File: src/rtl/compresor_inmediato_pkg.sv
// Shared widths, FSM state encodings and the short-form placement helper
// used by the immediate compressor and its splitter.
package compresor_inmediato_pkg;

  localparam int SHORT_W = 12;
  localparam int LONG_W  = 20;
  localparam int DATA_W  = 32;

  localparam logic [1:0] ST_IDLE = 2'd0;
  localparam logic [1:0] ST_ONE  = 2'd1;
  localparam logic [1:0] ST_HI   = 2'd2;
  localparam logic [1:0] ST_LO   = 2'd3;

  // The extender reads the short form from the top bits of Inm, so pad below.
  function automatic logic [LONG_W-1:0] place_short(input logic [SHORT_W-1:0] lo);
    return {lo, {(LONG_W-SHORT_W){1'b0}}};
  endfunction

endpackage

File: src/rtl/divisor_inmediato.sv
// Combinational split of a constant into a rounded upper part and a signed
// low part such that (hi << 12) + sext(lo) reproduces the constant.
module divisor_inmediato
  import compresor_inmediato_pkg::*;
(
  input  logic [DATA_W-1:0]  valor,
  output logic [LONG_W-1:0]  hi,
  output logic [SHORT_W-1:0] lo,
  output logic               fits,
  output logic               lo_zero
);

  logic [DATA_W-SHORT_W:0] sign_span;

  assign lo        = valor[SHORT_W-1:0];
  assign sign_span = valor[DATA_W-1:SHORT_W-1];

  // A negative lo subtracts from the upper part once extended, so round hi up.
  assign hi      = valor[DATA_W-1:SHORT_W] + LONG_W'(valor[SHORT_W-1]);
  assign fits    = (&sign_span) | ~(|sign_span);
  assign lo_zero = ~(|lo);

endmodule

File: src/rtl/compresor_inmediato.sv
// Turns a 32-bit constant into one or two immediate beats for the sign
// extender, with valid/ready handshakes on input and output.
module compresor_inmediato
  import compresor_inmediato_pkg::*;
(
  input  logic              clk,
  input  logic              rst,
  input  logic [DATA_W-1:0] valor,
  input  logic              in_valid,
  output logic              in_ready,
  output logic [LONG_W-1:0] Inm,
  output logic              InmSrc,
  output logic              out_valid,
  input  logic              out_ready,
  output logic              out_last
);

  logic [1:0]         state;
  logic [LONG_W-1:0]  beat_inm;
  logic               beat_src;
  logic               beat_last;
  logic [SHORT_W-1:0] lo_hold;

  logic [LONG_W-1:0]  hi;
  logic [SHORT_W-1:0] lo;
  logic               fits;
  logic               lo_zero;
  logic               accept;

  divisor_inmediato u_divisor (
    .valor   (valor),
    .hi      (hi),
    .lo      (lo),
    .fits    (fits),
    .lo_zero (lo_zero)
  );

  assign out_valid = (state != ST_IDLE);
  assign in_ready  = !out_valid || (out_ready && beat_last);
  assign accept    = in_valid && in_ready;

  assign Inm      = beat_inm;
  assign InmSrc   = beat_src;
  assign out_last = beat_last;

  // A new constant takes priority because accept already implies the held beat drains.
  always_ff @(posedge clk) begin
    if (rst) begin
      state     <= ST_IDLE;
      beat_inm  <= '0;
      beat_src  <= 1'b0;
      beat_last <= 1'b0;
      lo_hold   <= '0;
    end else if (accept) begin
      lo_hold <= lo;
      if (fits) begin
        state     <= ST_ONE;
        beat_inm  <= place_short(lo);
        beat_src  <= 1'b0;
        beat_last <= 1'b1;
      end else if (lo_zero) begin
        state     <= ST_ONE;
        beat_inm  <= hi;
        beat_src  <= 1'b1;
        beat_last <= 1'b1;
      end else begin
        state     <= ST_HI;
        beat_inm  <= hi;
        beat_src  <= 1'b1;
        beat_last <= 1'b0;
      end
    end else if (out_ready) begin
      case (state)
        ST_HI: begin
          state     <= ST_LO;
          beat_inm  <= place_short(lo_hold);
          beat_src  <= 1'b0;
          beat_last <= 1'b1;
        end
        ST_ONE, ST_LO: begin
          state     <= ST_IDLE;
          beat_inm  <= '0;
          beat_src  <= 1'b0;
          beat_last <= 1'b0;
        end
        default: ;
      endcase
    end
  end

endmodule
File: config.mk
export PLATFORM = sky130hd
export DESIGN_NAME = compresor_inmediato
export DESIGN_NICKNAME = d
export VERILOG_FILES = /design/src/rtl/compresor_inmediato_pkg.sv /design/src/rtl/divisor_inmediato.sv /design/src/rtl/compresor_inmediato.sv
export SDC_FILE = /design/constraint.sdc
export NUM_CORES = 1
export LEC_CHECK = 0
export CAP_MARGIN = 20
export CORE_UTILIZATION = 46
export DETAILED_ROUTE_END_ITERATION = 6
export GPL_TIMING_DRIVEN = 0
export PLACE_DENSITY = 0.87
export SYNTH_ARGS = -nofsm -noshare
export SYNTH_HDL_FRONTEND = slang
export SYNTH_SLANG_ARGS = --single-unit
export TNS_END_PERCENT = 30
File: constraint.sdc
create_clock -name clk -period 2.8 [get_ports clk]
set_input_delay 0.56 -clock clk [delete_from_list [all_inputs] [get_ports clk]]
set_output_delay 0.56 -clock clk [all_outputs]
set_load 0.05 [all_outputs]
==> results of run 1 <==
## Yosys cell counts (2+ instances only)
master	count
sky130_fd_sc_hd__ha_1	3
sky130_fd_sc_hd__a21oi_1	23
sky130_fd_sc_hd__nand3_1	8
sky130_fd_sc_hd__a221oi_1	7
sky130_fd_sc_hd__nor3_1	3
sky130_fd_sc_hd__nor4_1	8
sky130_fd_sc_hd__xor2_1	6
sky130_fd_sc_hd__buf_6	2
sky130_fd_sc_hd__nand2_1	47
sky130_fd_sc_hd__nor2_1	15
sky130_fd_sc_hd__and4_1	2
sky130_fd_sc_hd__nand2b_1	2
sky130_fd_sc_hd__inv_1	6
sky130_fd_sc_hd__or3_1	2
sky130_fd_sc_hd__and3_1	9
sky130_fd_sc_hd__xnor2_1	12
sky130_fd_sc_hd__clkbuf_1	10
sky130_fd_sc_hd__dfxtp_1	35
sky130_fd_sc_hd__buf_2	2
sky130_fd_sc_hd__a22oi_1	11
sky130_fd_sc_hd__a31oi_1	6
sky130_fd_sc_hd__nand4_1	8
## critical path, cell delays in order
cell and delay (ns):
sky130_fd_sc_hd__clkdlybuf4s50_1 0.57, sky130_fd_sc_hd__a21o_1 0.18, sky130_fd_sc_hd__clkdlybuf4s50_1 0.81
## per-stage QoR
step / setup TNS, ns / instance area, um^2 / std cells / util (%) / power, uW
CTS: 0 / 2640 / 359 / 66.0 / 1300
global placement: -5.23 / 2550 / 351 / 63.7 / 918
global route: 0 / 2650 / 359 / 66.3 / 1370
finish: 0 / 2650 / 359 / 66.3 / 1310
detailed placement: -6.37 / 2550 / 351 / 63.7 / 923
floorplan: 0 / 1920 / 244 / - / 768
## routing by layer
layer	vias to the layer above	routed length (um)	share of wire, %	track usage, %
li1	1001	-	-	-
met2	85	2710	49	44.3
met5	-	0	0	0
met1	981	2340	43	33.0
met4	0	66	1.2	9.31
met3	7	375	6.8	6.68
## final cells by class
cell class,count,area [um^2],area share (%)
clock inverter,3,23.8,0.896
buffer,16,78.8,2.97
multi-input combinational,187,1120,42.4
timing repair buffer,57,572,21.6
tap,50,62.6,2.36
clock buffer,5,68.8,2.59
inverter,6,22.5,0.849
sequential,35,701,26.4
## power by group through the flow
stage               sequential [uW]  combinational, uW  clock, uW
finish                          551                367        388
global route                    554                390        424
CTS                             550                362        388
detailed placement              562                361          0
global placement                561                357          0
floorplan                       636                132          0
## sequential cells by signal, summed over array words and instances (netlist names)
name,cells
InmSrc,1
Inm,20
state,1
out_last,1
lo_hold,12
## cell families after synthesis
family,Yosys count,share of synthesized area [%]
XOR/XNOR,18,8.22
adder cells (fa/ha/maj),3,1.96
buffers and inverters,22,5.29
AO/OA/AOI/OAI,52,17.4
AND/OR/NAND/NOR,112,29.4
multiplexers,2,1.11
flip-flops,35,36.6
## cell usage in the layout, fill, tap and decap left out, types with 2 or more instances in the layout
master / n
sky130_fd_sc_hd__a21oi_1: 23
sky130_fd_sc_hd__a221oi_1: 7
sky130_fd_sc_hd__a22oi_1: 11
sky130_fd_sc_hd__a31oi_1: 6
sky130_fd_sc_hd__and3_1: 9
sky130_fd_sc_hd__and4_1: 2
sky130_fd_sc_hd__buf_2: 2
sky130_fd_sc_hd__buf_6: 2
sky130_fd_sc_hd__clkbuf_1: 10
sky130_fd_sc_hd__clkbuf_8: 5
sky130_fd_sc_hd__clkdlybuf4s50_1: 55
sky130_fd_sc_hd__clkinvlp_4: 2
sky130_fd_sc_hd__dfxtp_1: 35
sky130_fd_sc_hd__ha_1: 2
sky130_fd_sc_hd__inv_1: 6
sky130_fd_sc_hd__nand2_1: 47
sky130_fd_sc_hd__nand2b_1: 2
sky130_fd_sc_hd__nand3_1: 8
sky130_fd_sc_hd__nand4_1: 8
sky130_fd_sc_hd__nor2_1: 15
sky130_fd_sc_hd__nor3_1: 3
sky130_fd_sc_hd__nor4_1: 8
sky130_fd_sc_hd__or3_1: 2
sky130_fd_sc_hd__xnor2_1: 12
sky130_fd_sc_hd__xor2_1: 6
## worst paths after layout
path | from | depth (start not counted) | to | slack (ns)
max | out_ready | 3 | in_ready | 0.12
min reg2reg | lo_hold[7] | 2 | lo_hold[7] | 0.45
min | lo_hold[7] | 2 | lo_hold[7] | 0.45
max reg2reg | out_last | 7 | Inm[10] | 0.72
## what timing repair did
action	4_1_cts	5_1_grt
gates resized for setup	1	3
hold buffers	0	0
endpoints found under the setup margin	15	13
pin swaps	0	2
==> results.toml, run 1 <==
[power]
ir_drop_mv = 0.373
power.sequential.fraction_pct = 42.2
net-switching-power_uw = 455
p_clk_share_pct = 29.7
power.switching_fraction_pct = 34.8
total_leakage_power_uw = 0.000969
power_per_cell_area_nw_per_um2 = 492
relative_contribution_of_combinational_cells_to_total_power_pct = 28.1
power_report.internal_total_uw = 851

[worst_setup_path]
crit_fanout = 6
timing.critical_path.from_type = "input port"
worstPathRequired_ns = 2.24
worstSetupEndpointType = "output port"
timing_worst_setup_path_type = "in -> out"
cp.arrival_ns = 2.12

[run_status]
outcome = "complete, no violations"

[floorplan]
design.die.area_um2 = 4430
rows = 23
dieWidth_um = 66.6
io_pins = 60
core_area_um2 = 4000
effective_utilization_at_floorplan_pct = 47.9
height_of_the_chip_um = 66.6

[route]
final_antenna_net_count = 0
initial_drt_pass_iterations = 4
vias_per_cell = 5.78
route.final.wire_length_um = 5500
via_count = 2074
drt_iter0_drc = 238
drc_errors = 0
route.detailed.wl_per_inst_um = 15.3

[global_routing]
grt_use_total_pct = 26.6
grt_start_max_net_pins = 14
antenna_found_initial = 0
globalRoute.totalOverflow = 0
first_pass_grt_wire_length_um = 8870
number_of_global_route_vias_before_repair = 1961

[sta]
final_cycle_utilization_of_the_critical_path_pct = 95.6
finalSetupViolCount = 0
rsz_0062_raised_after_global_routing = "no"
fmax_ghz = 0.374
hold_slack_ns = 0.454
hold_viol = 0
finalWorstPathRequiredPeriod_ns = 2.68
timing_max_transition_violations_final = 0
worst_rel_slew_slack_pct = 53.3
timing.clock.skew_ns = 0.00433
timing.final.ws_setup_ns = 0.124
tightest_slew_ns = 0.695

[placed_design]
gp_congestion = 0.941
numPortBuffers = 57
detailedPlace.worstSlack_ns = -0.385
post-dp-hpwl_um = 4020

[clocking]
clkSlewWorstSetupHoldPaths_ns = 0.08
htree_num_levels = 2
tritoncts_num_sinks = 35
ctsLongestPathBuffers = 2
post-cts-setup-buffers = 0
cts-buffers-inserted = 5
worstSkewPairLatency_ns = 0.30
cts_tree = "yes"
cts_root_buf = "sky130_fd_sc_hd__clkbuf_8"

[final_layout]
syn2layout_area_growth_pct = 38.4
diodes = 0
layout.nets = 347
post_route_cells_drive_above_1_share_pct = 6.47
final.fill_count = 355

[synthesis]
post_synth_num_cell_types = 39
asyncSetResetFlopFracSynth_pct = 0
synthesis.nets = 283
cell_types_occupying_the_most_area_after_synthesis = "sky130_fd_sc_hd__dfxtp_1 37%, sky130_fd_sc_hd__nand2_1 9.2%, sky130_fd_sc_hd__a21oi_1 6.0%"
syn_area_per_cell_um2 = 7.86
synth_seq_cells = 35
synth-seq-area-share_pct = 36.6
synth_cells = 244
synthesis.area_um2 = 1920
synth_top_area_cell = "sky130_fd_sc_hd__dfxtp_1"
yosys_warnings = 0
synth.top_cell.area_share_pct = 36.6
number_of_enable_flip_flop_cells_after_synthesis = 0
synth_flop_cell = "sky130_fd_sc_hd__dfxtp_1"

[job]
cap_viol_max_count = 0

[hold_path]
hold_class = "reg -> reg"
No activity file was read; power rests on OpenSTA's default activity.
==> run 2, diff against run 1 <==
--- a/constraint.sdc
+++ b/constraint.sdc
@@ -3,2 +3,2 @@
 set_output_delay 0.56 -clock clk [all_outputs]
-set_load 0.05 [all_outputs]
+set_load 0.02 [all_outputs]
==> results of run 2 <==
The final DEF is identical to that of run 1. Status: complete, no violations.
Main changes from that run: setup slack after layout 0.124 ns -> 0.140 ns; start point of the critical path out_ready -> valor[13]; end point of the critical path in_ready -> Inm[7]; total power 1310 uW -> 1250 uW; worst IR drop on VDD 0.373 mV -> 0.372 mV
==> run 3, diff against run 2 <==
CAP_MARGIN = not set   (was 20)
CORE_UTILIZATION = 55   (was 46)
DONT_BUFFER_PORTS = 1   (was not set)
PLACE_DENSITY = 0.78   (was 0.87)
clock period = 3.42 ns   (was 2.8 ns; I/O delays follow)
==> results.toml, run 3 (same netlist as run 1, synthesis figures left out) <==
[route]
detailroute.wirelength.met2_um = 2350
routedLengthMet1_um = 2160
route.detailed.wl_per_inst_um = 16.6
final_antenna_net_count = 0
wl_met3_um = 364
route.final.wire_length_um = 4940
initial_drt_pass_iterations = 4
via_count = 1799
vias_per_cell = 6.04
drc_errors = 0
dr.max_layer_used = "met4"
drt_iter0_drc = 151

[clocking]
cts-buffers-inserted = 5
worstSkewPairLatency_ns = 0.35
clkSlewWorstSetupHoldPaths_ns = 0.12
tritoncts_num_sinks = 35
post_cts_resized = 0
post-cts-setup-buffers = 0
cts_root_buf = "sky130_fd_sc_hd__clkbuf_4"
htree_num_levels = 2
ctsLongestPathBuffers = 2
cts_tree = "yes"
hold_buffers = 0

[floorplan]
core_area_um2 = 3340
height_of_the_chip_um = 61.0
design.die.area_um2 = 3730
rows = 21
io_pins = 60
effective_utilization_at_floorplan_pct = 57.4
dieWidth_um = 61.0

[placed_design]
post-dp-hpwl_um = 3650
numPortBuffers = 0
dpl-instance-area_um2 = 1970
gp_congestion = 0.931

[final_layout]
largest_register_ff_count = 20
multi_input_comb_area_um2 = 1110
layout.cells.most_common = "sky130_fd_sc_hd__nand2_1"
most-common-layout-cells = "47 x sky130_fd_sc_hd__nand2_1, 35 x sky130_fd_sc_hd__dfxtp_1, 23 x sky130_fd_sc_hd__a21oi_1"
post_route_cells_drive_above_1_share_pct = 7.54
syn2layout_area_growth_pct = 6.79
final.fill_count = 327
layout.nets = 290
regArea_um2 = 701
diodes = 0
final_area_um2 = 2050

[global_routing]
number_of_global_route_vias_before_repair = 1499
grt_use_total_pct = 27.7
antenna_found_initial = 0
first_pass_grt_wire_length_um = 7380
grt_start_max_net_pins = 12
globalRoute.totalOverflow = 0

[run_status]
outcome = "complete, no violations"

[worst_setup_path]
crit_path_max_incr_delay_ns = 0.59
worst-r2r-cell-count = 7
cp.arrival_ns = 2.70
timing.rr.start = "out_last"
worstSetupEndpointType = "register"
timing.critical_path.from_type = "register"
crit_fanout = 10
worstPathRequired_ns = 3.71
reg2reg_setup_slack_ns = 1.01
worst-path-buf-inv = 1
timing.critical_path.slowest_stage_cell = "sky130_fd_sc_hd__nor3_2"
timing_worst_setup_path_type = "reg -> reg"
timing.critical_path.cells = "nor2_1, a21o_1, nand2_1, nor3_2, buf_2, nand2_1, a21oi_1"
worst_path_dominant_cell_family = "simple AND/OR/NAND/NOR gates"
regToRegEndpoint = "Inm[14]"
critical-path-top-cell-by-count = "sky130_fd_sc_hd__nand2_1"

[sta]
timing_max_transition_violations_final = 0
final_cycle_utilization_of_the_critical_path_pct = 70.6
worst_rel_slew_slack_pct = 57.2
fmax_ghz = 0.414
finalSetupViolCount = 0
hold_viol = 0
rsz_0062_raised_after_global_routing = "no"
timing.clock.skew_ns = 0.0108
finalWorstPathRequiredPeriod_ns = 2.41
setup_total_negative_slack_ns = 0
tightest_slew_ns = 0.638

[job]
cap_viol_max_count = 0

[power]
power_per_cell_area_nw_per_um2 = 429
p_clk_share_pct = 31.0
total_leakage_power_uw = 0.000741
power.switching_fraction_pct = 31.0
ir_drop_mv = 0.344
net-switching-power_uw = 272
power.sequential.fraction_pct = 54.1
relative_contribution_of_combinational_cells_to_total_power_pct = 14.8
power_report.internal_total_uw = 606

[hold_path]
holdPathStages = 1
timing.hold.worst.start = "out_ready"
whs_endpoint = "state[1]"
hold_class = "in -> reg"
## run 3: routing by layer
layer  up-vias  GRT usage (%)
met3         8           8.61
met5         -              0
met1       837           37.9
li1        892              -
met2        62           42.2
met4         0           7.79
## run 3: metrics by stage
stage | hold WS (ns) | cells | total power (uW) | util [%] | setup WS (ns)
2_1_floorplan | 0.432 | 244 | 582 | - | 1.02
4_1_cts | 0.429 | 298 | 877 | 61.3 | 1.07
5_1_grt | 0.437 | 298 | 908 | 61.3 | 0.824
3_3_place_gp | 0.439 | 290 | 611 | 59.2 | 0.851
3_5_place_dp | 0.443 | 290 | 614 | 59.2 | 0.832
6_report | 0.425 | 298 | 878 | 61.3 | 1.01
## run 3: final cells by class
| cell class | count | area share [%] |
|---|---|---|
| multi-input combinational | 187 | 54.5 |
| sequential | 35 | 34.2 |
| buffer | 16 | 3.85 |
| clock buffer | 7 | 3.18 |
| tap | 46 | 2.81 |
| inverter | 6 | 1.10 |
| clock inverter | 1 | 0.367 |
## run 3: power groups by stage
stage / registers [uW] / clock network, uW / logic [uW]
after floorplan: 480 / 0 / 102
after global placement: 484 / 0 / 127
after detailed placement: 485 / 0 / 129
after CTS: 476 / 272 / 129
after global routing: 479 / 284 / 145
final: 475 / 272 / 130
## run 3: worst max path at each step
stage	start	endpoint	cells past startpoint
CTS	out_last	Inm[14]	7
global placement	valor[11]	Inm[3]	9
finish	out_last	Inm[14]	7
detailed placement	valor[11]	Inm[6]	9
floorplan	valor[11]	Inm[3]	9
global route	out_last	Inm[7]	7
## run 3: worst register-to-register path, stage by stage, from the launching register on
cell	delay [ns]
sky130_fd_sc_hd__dfxtp_1	0.45
sky130_fd_sc_hd__nor2_1	0.29
sky130_fd_sc_hd__a21o_1	0.26
sky130_fd_sc_hd__nand2_1	0.19
sky130_fd_sc_hd__nor3_2	0.59
sky130_fd_sc_hd__buf_2	0.34
sky130_fd_sc_hd__nand2_1	0.08
sky130_fd_sc_hd__a21oi_1	0.14
